**src/rtl/vga_timing_gen.sv**
```systemverilog
// VGA raster timing generator.
// Free-running horizontal/vertical counters produce the pixel position, the
// visible-area qualifier and line/frame strobes with no added latency. The
// sync outputs are delayed through a short shift pipeline so they line up
// with the downstream pixel path. frame_tick is the game-logic update strobe
// and frame_cnt counts completed frames.
// Counter widths are 10 bits, so H_TOTAL and V_TOTAL must not exceed 1024.

module vga_timing_gen #(
    parameter int unsigned H_ACTIVE   = 32'd640,
    parameter int unsigned H_FP       = 32'd16,
    parameter int unsigned H_SYNC     = 32'd96,
    parameter int unsigned H_BP       = 32'd48,
    parameter int unsigned V_ACTIVE   = 32'd480,
    parameter int unsigned V_FP       = 32'd10,
    parameter int unsigned V_SYNC     = 32'd2,
    parameter int unsigned V_BP       = 32'd33,
    parameter int unsigned SYNC_DELAY = 32'd2
) (
    input  logic        clk_25m,
    input  logic        rst,
    output logic [9:0]  hc,
    output logic [9:0]  vc,
    output logic        valid,
    output logic        hsync,
    output logic        vsync,
    output logic        line_tick,
    output logic        frame_tick,
    output logic [15:0] frame_cnt
);

    localparam int unsigned H_TOTAL = H_ACTIVE + H_FP + H_SYNC + H_BP;
    localparam int unsigned V_TOTAL = V_ACTIVE + V_FP + V_SYNC + V_BP;

    // Out-of-range delays are clamped to the supported 1..4 stages.
    localparam int unsigned PIPE_DEPTH = (SYNC_DELAY < 32'd1) ? 32'd1 :
                                         ((SYNC_DELAY > 32'd4) ? 32'd4 : SYNC_DELAY);

    localparam logic [9:0] H_LAST       = 10'(H_TOTAL - 32'd1);
    localparam logic [9:0] V_LAST       = 10'(V_TOTAL - 32'd1);
    localparam logic [9:0] H_VIS        = 10'(H_ACTIVE);
    localparam logic [9:0] V_VIS        = 10'(V_ACTIVE);
    localparam logic [9:0] H_SYNC_START = 10'(H_ACTIVE + H_FP);
    localparam logic [9:0] H_SYNC_END   = 10'(H_ACTIVE + H_FP + H_SYNC);
    localparam logic [9:0] V_SYNC_START = 10'(V_ACTIVE + V_FP);
    localparam logic [9:0] V_SYNC_END   = 10'(V_ACTIVE + V_FP + V_SYNC);

    logic [9:0]            hc_r;
    logic [9:0]            vc_r;
    logic [15:0]           frame_cnt_r;
    logic [PIPE_DEPTH-1:0] hsync_pipe_r;
    logic [PIPE_DEPTH-1:0] vsync_pipe_r;

    logic [9:0] hc_nxt_s;
    logic [9:0] vc_nxt_s;
    logic       valid_s;
    logic       line_tick_s;
    logic       frame_tick_s;
    logic       hsync_raw_s;
    logic       vsync_raw_s;

    // Strobes and visible-area qualifier decoded straight from the counters.
    always_comb begin
        line_tick_s  = 1'b0;
        frame_tick_s = 1'b0;
        valid_s      = 1'b0;
        if (hc_r == H_LAST) begin
            line_tick_s = 1'b1;
            if (vc_r == V_LAST) begin
                frame_tick_s = 1'b1;
            end else begin
                frame_tick_s = 1'b0;
            end
        end else begin
            line_tick_s  = 1'b0;
            frame_tick_s = 1'b0;
        end
        if ((hc_r < H_VIS) && (vc_r < V_VIS)) begin
            valid_s = 1'b1;
        end else begin
            valid_s = 1'b0;
        end
    end

    // Undelayed active-low sync windows.
    always_comb begin
        hsync_raw_s = 1'b1;
        vsync_raw_s = 1'b1;
        if ((hc_r >= H_SYNC_START) && (hc_r < H_SYNC_END)) begin
            hsync_raw_s = 1'b0;
        end else begin
            hsync_raw_s = 1'b1;
        end
        if ((vc_r >= V_SYNC_START) && (vc_r < V_SYNC_END)) begin
            vsync_raw_s = 1'b0;
        end else begin
            vsync_raw_s = 1'b1;
        end
    end

    // Next counter values: hc wraps every line, vc advances only on the last pixel.
    always_comb begin
        hc_nxt_s = hc_r + 10'd1;
        vc_nxt_s = vc_r;
        if (line_tick_s) begin
            hc_nxt_s = 10'd0;
            if (vc_r == V_LAST) begin
                vc_nxt_s = 10'd0;
            end else begin
                vc_nxt_s = vc_r + 10'd1;
            end
        end else begin
            hc_nxt_s = hc_r + 10'd1;
            vc_nxt_s = vc_r;
        end
    end

    // Position counters; reset restarts the raster at the top-left pixel.
    always_ff @(posedge clk_25m) begin
        if (rst) begin
            hc_r <= 10'd0;
            vc_r <= 10'd0;
        end else begin
            hc_r <= hc_nxt_s;
            vc_r <= vc_nxt_s;
        end
    end

    // Completed-frame counter; reset wins over a coincident frame end, wraps freely.
    always_ff @(posedge clk_25m) begin
        if (rst) begin
            frame_cnt_r <= 16'd0;
        end else if (frame_tick_s) begin
            frame_cnt_r <= frame_cnt_r + 16'd1;
        end else begin
            frame_cnt_r <= frame_cnt_r;
        end
    end

    // Sync delay lines; reset fills them with the inactive level so no stale pulse leaks out.
    always_ff @(posedge clk_25m) begin
        if (rst) begin
            hsync_pipe_r <= {PIPE_DEPTH{1'b1}};
            vsync_pipe_r <= {PIPE_DEPTH{1'b1}};
        end else begin
            hsync_pipe_r <= (hsync_pipe_r << 32'd1) | PIPE_DEPTH'(hsync_raw_s);
            vsync_pipe_r <= (vsync_pipe_r << 32'd1) | PIPE_DEPTH'(vsync_raw_s);
        end
    end

    assign hc         = hc_r;
    assign vc         = vc_r;
    assign valid      = valid_s;
    assign line_tick  = line_tick_s;
    assign frame_tick = frame_tick_s;
    assign frame_cnt  = frame_cnt_r;
    assign hsync      = hsync_pipe_r[PIPE_DEPTH-1];
    assign vsync      = vsync_pipe_r[PIPE_DEPTH-1];

endmodule

```
**config.mk**
```make
export PLATFORM = sky130hd
export DESIGN_NAME = vga_timing_gen
export DESIGN_NICKNAME = d
export VERILOG_FILES = /design/src/rtl/vga_timing_gen.sv
export SDC_FILE = /design/constraint.sdc
export NUM_CORES = 1
export LEC_CHECK = 0
export ABC_AREA = 1
export CORE_ASPECT_RATIO = 1.5
export CORE_MARGIN = 2
export CORE_UTILIZATION = 40
export DETAILED_ROUTE_END_ITERATION = 10
export PLACE_DENSITY_LB_ADDON = 0.3
export SLEW_MARGIN = 25
export SYNTH_ARGS = -nofsm -noshare
export SYNTH_HDL_FRONTEND = slang
export SYNTH_SLANG_ARGS = --single-unit
```
**constraint.sdc**
```tcl
create_clock -name clk_25m -period 1.9 [get_ports clk_25m]
set_input_delay 0.38 -clock clk_25m [delete_from_list [all_inputs] [get_ports clk_25m]]
set_output_delay 0.38 -clock clk_25m [all_outputs]
set_load 0.02 [all_outputs]
```
==> results.py, run 1 <==
metrics = {
    "synthesis": {
        "synth_edf_count": 0,
        "dominantRegCellSynth": "sky130_fd_sc_hd__dfxtp_1",
        "cell_with_the_most_instances_after_synthesis": "sky130_fd_sc_hd__nand2_1",
        "syn_area_per_cell_um2": 6.87,
        "async_reset_ff_share_pct": 0,
        "synth_top_cells_by_area": "sky130_fd_sc_hd__dfxtp_1, sky130_fd_sc_hd__nand2_1, sky130_fd_sc_hd__nor2_1, sky130_fd_sc_hd__inv_1, sky130_fd_sc_hd__nand3_1",
        "synthDominantCellAreaShare_pct": 36.2,
        "syn_inst": 322,
        "sequential_to_total_area_share_from_yosys_stat_pct": 36.2,
        "post_synthesis_net_count": 329,
        "synth.largest_area_cell": "sky130_fd_sc_hd__dfxtp_1",
        "yosys_register_bits": 40,
        "synth.cell_area_mm2": 0.00221,
        "synth-warning-count": 0,
        "synth_commonest_cells": "sky130_fd_sc_hd__nand2_1, sky130_fd_sc_hd__nor2_1, sky130_fd_sc_hd__inv_1",
        "yosys.cell_types.count": 30,
    },
    "floorplanning": {
        "io_pins": 43,
        "std_cell_rows": 33,
        "die_width_um": 64.7,
        "floorplan.die.height_um": 95.1,
        "core_region_area_mm2": 0.00541,
        "area_of_the_die_mm2": 0.00616,
        "effective_utilization_at_floorplan_pct": 40.9,
    },
    "drt": {
        "vias": 2241,
        "viasPerCell": 4.77,
        "totalWireLength_um": 5330,
        "wl_per_cell_um": 11.3,
        "route.detailed.drc": 0,
        "drtPass1Iterations": 4,
        "detailedRoute.firstIterationViolations": 59,
        "drtAntennaViolNets": 0,
    },
    "placement": {
        "dpl.cell_count": 461,
        "preCtsSetupSlack_ps": -125,
        "place.detailed.hpwl_um": 4060,
        "weighted_congestion_at_the_end_of_routability_driven_global_placement": 0.816,
        "place.port_buffers": 42,
    },
    "sta": {
        "maxClockFrequency_mhz": 545,
        "report.final.setup_viol": 0,
        "min_period_over_period_pct": 96.6,
        "fin_worst_skew_ps": 3.69,
        "finalWorstPathRequiredPeriod_ps": 1830,
        "rsz0062_at_grt": "true",
        "tightest_slew_ps": 440,
        "finalMaxSlewViolations": 0,
        "finalHoldViolations": 0,
        "setup_slack_ps": 65.2,
        "timing.max_slew.rel_slack_pct": 70.5,
    },
    "critical_path": {
        "largest_fanout_on_the_critical_path": 2,
        "critical_path_source_type": "flop",
        "worst_path_largest_cell_delay_ps": 310,
        "crit_path_capture_type": "output pin",
        "slowest_stage": "sky130_fd_sc_hd__dfxtp_1",
        "path_cells": "inv_1 > ha_1 > nand2_1 > nor2_2 > nand3_2 > nor2_8 > buf_4",
        "worstSetupPathType": "reg -> out",
        "cp_data_arrival_time_ps": 1450,
        "timing.critical_path.required_ps": 1520,
    },
    "power_and_ir_drop": {
        "cellInternalPower_w": 0.00126,
        "p_leak_nw": 1.26,
        "pwr-share-comb_pct": 4.2,
        "pwr-share-clk_pct": 42.9,
        "power.sequential.fraction_pct": 52.9,
        "total_switching_power_w": 0.000337,
        "power-per-cell-area_mw_per_mm2": 524,
        "ir_drop_mv": 0.401,
        "swShare_pct": 21.1,
    },
    "layout": {
        "finalNonFillerCells": 470,
        "n_antenna_cell": 0,
        "nets": 406,
        "post_route_cells_drive_above_1_share_pct": 20.8,
        "area_delta_synth_final_pct": 37.6,
        "n_fill_cell": 539,
    },
    "global_route": {
        "overflow": 0,
        "grt_first_pass_wirelength_um": 8940,
        "grt_antenna_before_repair": 0,
        "grt_pass1_vias": 2114,
        "grt_max_degree": 23,
        "grtUsageTotal_pct": 18.4,
    },
    "clock_network": {
        "clock_insertion_delay_worst_skew_ps": 290,
        "clkTransAtPathRegs_ps": 80,
        "clock_root_buffer": "sky130_fd_sc_hd__clkbuf_8",
        "cts_htree_levels": 2,
        "cts_buffers": 5,
        "clock-sinks": 40,
        "tritoncts": "built",
        "hold_buffers": 0,
        "clk_path_buf_depth": 2,
    },
    "job": {
        "maxCapViolations": 0,
    },
    "run_status": {
        "outcome": "finished, final reports clean",
    },
    "hold_path": {
        "class_of_the_most_critical_hold_timing_path": "reg -> reg",
    },
}
## registers in the layout (all words and copies together) (netlist names)
signal / flops
vsync_pipe_r: 2
frame_cnt: 16
hc: 10
hsync_pipe_r: 2
vc: 10
## cell type report
type / count / area [um^2] / share of cell area [%]
tap: 70 / 87.6 / 2.88
inverter: 44 / 165 / 5.42
clock buffer: 6 / 72.6 / 2.38
clock inverter: 2 / 35.0 / 1.15
multi-input combinational: 230 / 1200 / 39.3
timing repair buffer: 78 / 686 / 22.5
sequential: 40 / 803 / 26.4
## placed cells by master (no fill, tap or decap), types with 6 or more instances in the layout
cell                              Yosys  layout
sky130_fd_sc_hd__clkdlybuf4s50_1      0      39
sky130_fd_sc_hd__dfxtp_1             40      38
sky130_fd_sc_hd__o21ai_0              6       6
sky130_fd_sc_hd__a21oi_2             12      12
sky130_fd_sc_hd__nand2_2              9       9
sky130_fd_sc_hd__nor2_1              50      49
sky130_fd_sc_hd__nand3_1             25      24
sky130_fd_sc_hd__nand2_1             80      80
sky130_fd_sc_hd__xor2_1               7       7
sky130_fd_sc_hd__inv_1               41      41
sky130_fd_sc_hd__a21oi_1              8       8
sky130_fd_sc_hd__buf_4                0      38
sky130_fd_sc_hd__nand4_1              6       6
## through the flow
stage          area [um^2]  utilization [%]  hold WS (ps)  setup TNS, ps  total power [W]
6_report              3050             56.3           411              0          0.00160
5_1_grt               3050             56.3           442          -36.2          0.00166
4_1_cts               3020             55.9           415              0          0.00162
3_5_place_dp          2920             54.0           397           -147         0.000933
3_3_place_gp          2920             54.0           393          -81.1         0.000931
2_1_floorplan         2210                -           389              0         0.000901
## routing by layer
metal	global-route usage [%]	vias up	wire (um)	share of wire, %
li1	-	1161	-	-
met1	18.8	1017	2140	40
met2	35.2	47	2800	52
met3	3.54	16	206	3.9
met4	9.04	0	185	3.5
met5	0	-	0	0
## cell families (layout without fill, tap and decap cells)
family | Yosys count | in the layout | synth area share [%]
and+or+nand+nor | 190 | 190 | 39.4
adders and majority gates | 5 | 5 | 2.83
AOI/OAI and AO/OA | 28 | 28 | 8.42
xor gates and xnor gates | 7 | 7 | 2.77
buffers and inverters | 52 | 130 | 10.4
DFF | 40 | 40 | 36.2
## critical path, delay by kind of cell, from the launching register on
| family | cells | cell delay [ps] |
|---|---|---|
| buf+inv | 2 | 220 |
| fa+ha+maj | 1 | 160 |
| flops | 1 | 310 |
| simple gates | 4 | 460 |
## power by group through the flow
stage	sequential, W	combinational [W]	clock, W
2_1_floorplan	0.000874	0.0000276	0
4_1_cts	0.000846	0.0000680	0.000706
3_5_place_dp	0.000866	0.0000676	0
6_report	0.000846	0.0000666	0.000685
3_3_place_gp	0.000865	0.0000667	0
5_1_grt	0.000846	0.0000749	0.000736
## path summary, 6_finish.rpt
check / from / to / slack [ps] / cells after the start
max: vc[0] / frame_tick / 70 / 7
min: vsync_pipe_r[0] / vsync_pipe_r[1] / 410 / 1
max reg2reg: vc[0] / vc[2] / 110 / 10
min reg2reg: vsync_pipe_r[0] / vsync_pipe_r[1] / 410 / 1
## timing repair
action / CTS / global route
endpoints found under the setup margin: 3 / 3
pin swaps: 1 / 1
buffers inserted: 0 / 1
gates resized for setup: 11 / 6
Note: power is estimated with default switching activity, not from simulation.
==> inputs of run 2 (changes only) <==
- CTS_CLUSTER_SIZE: default -> 12
==> results of run 2 <==
No change in the layout: final DEF, timing and power equal those of run 1.
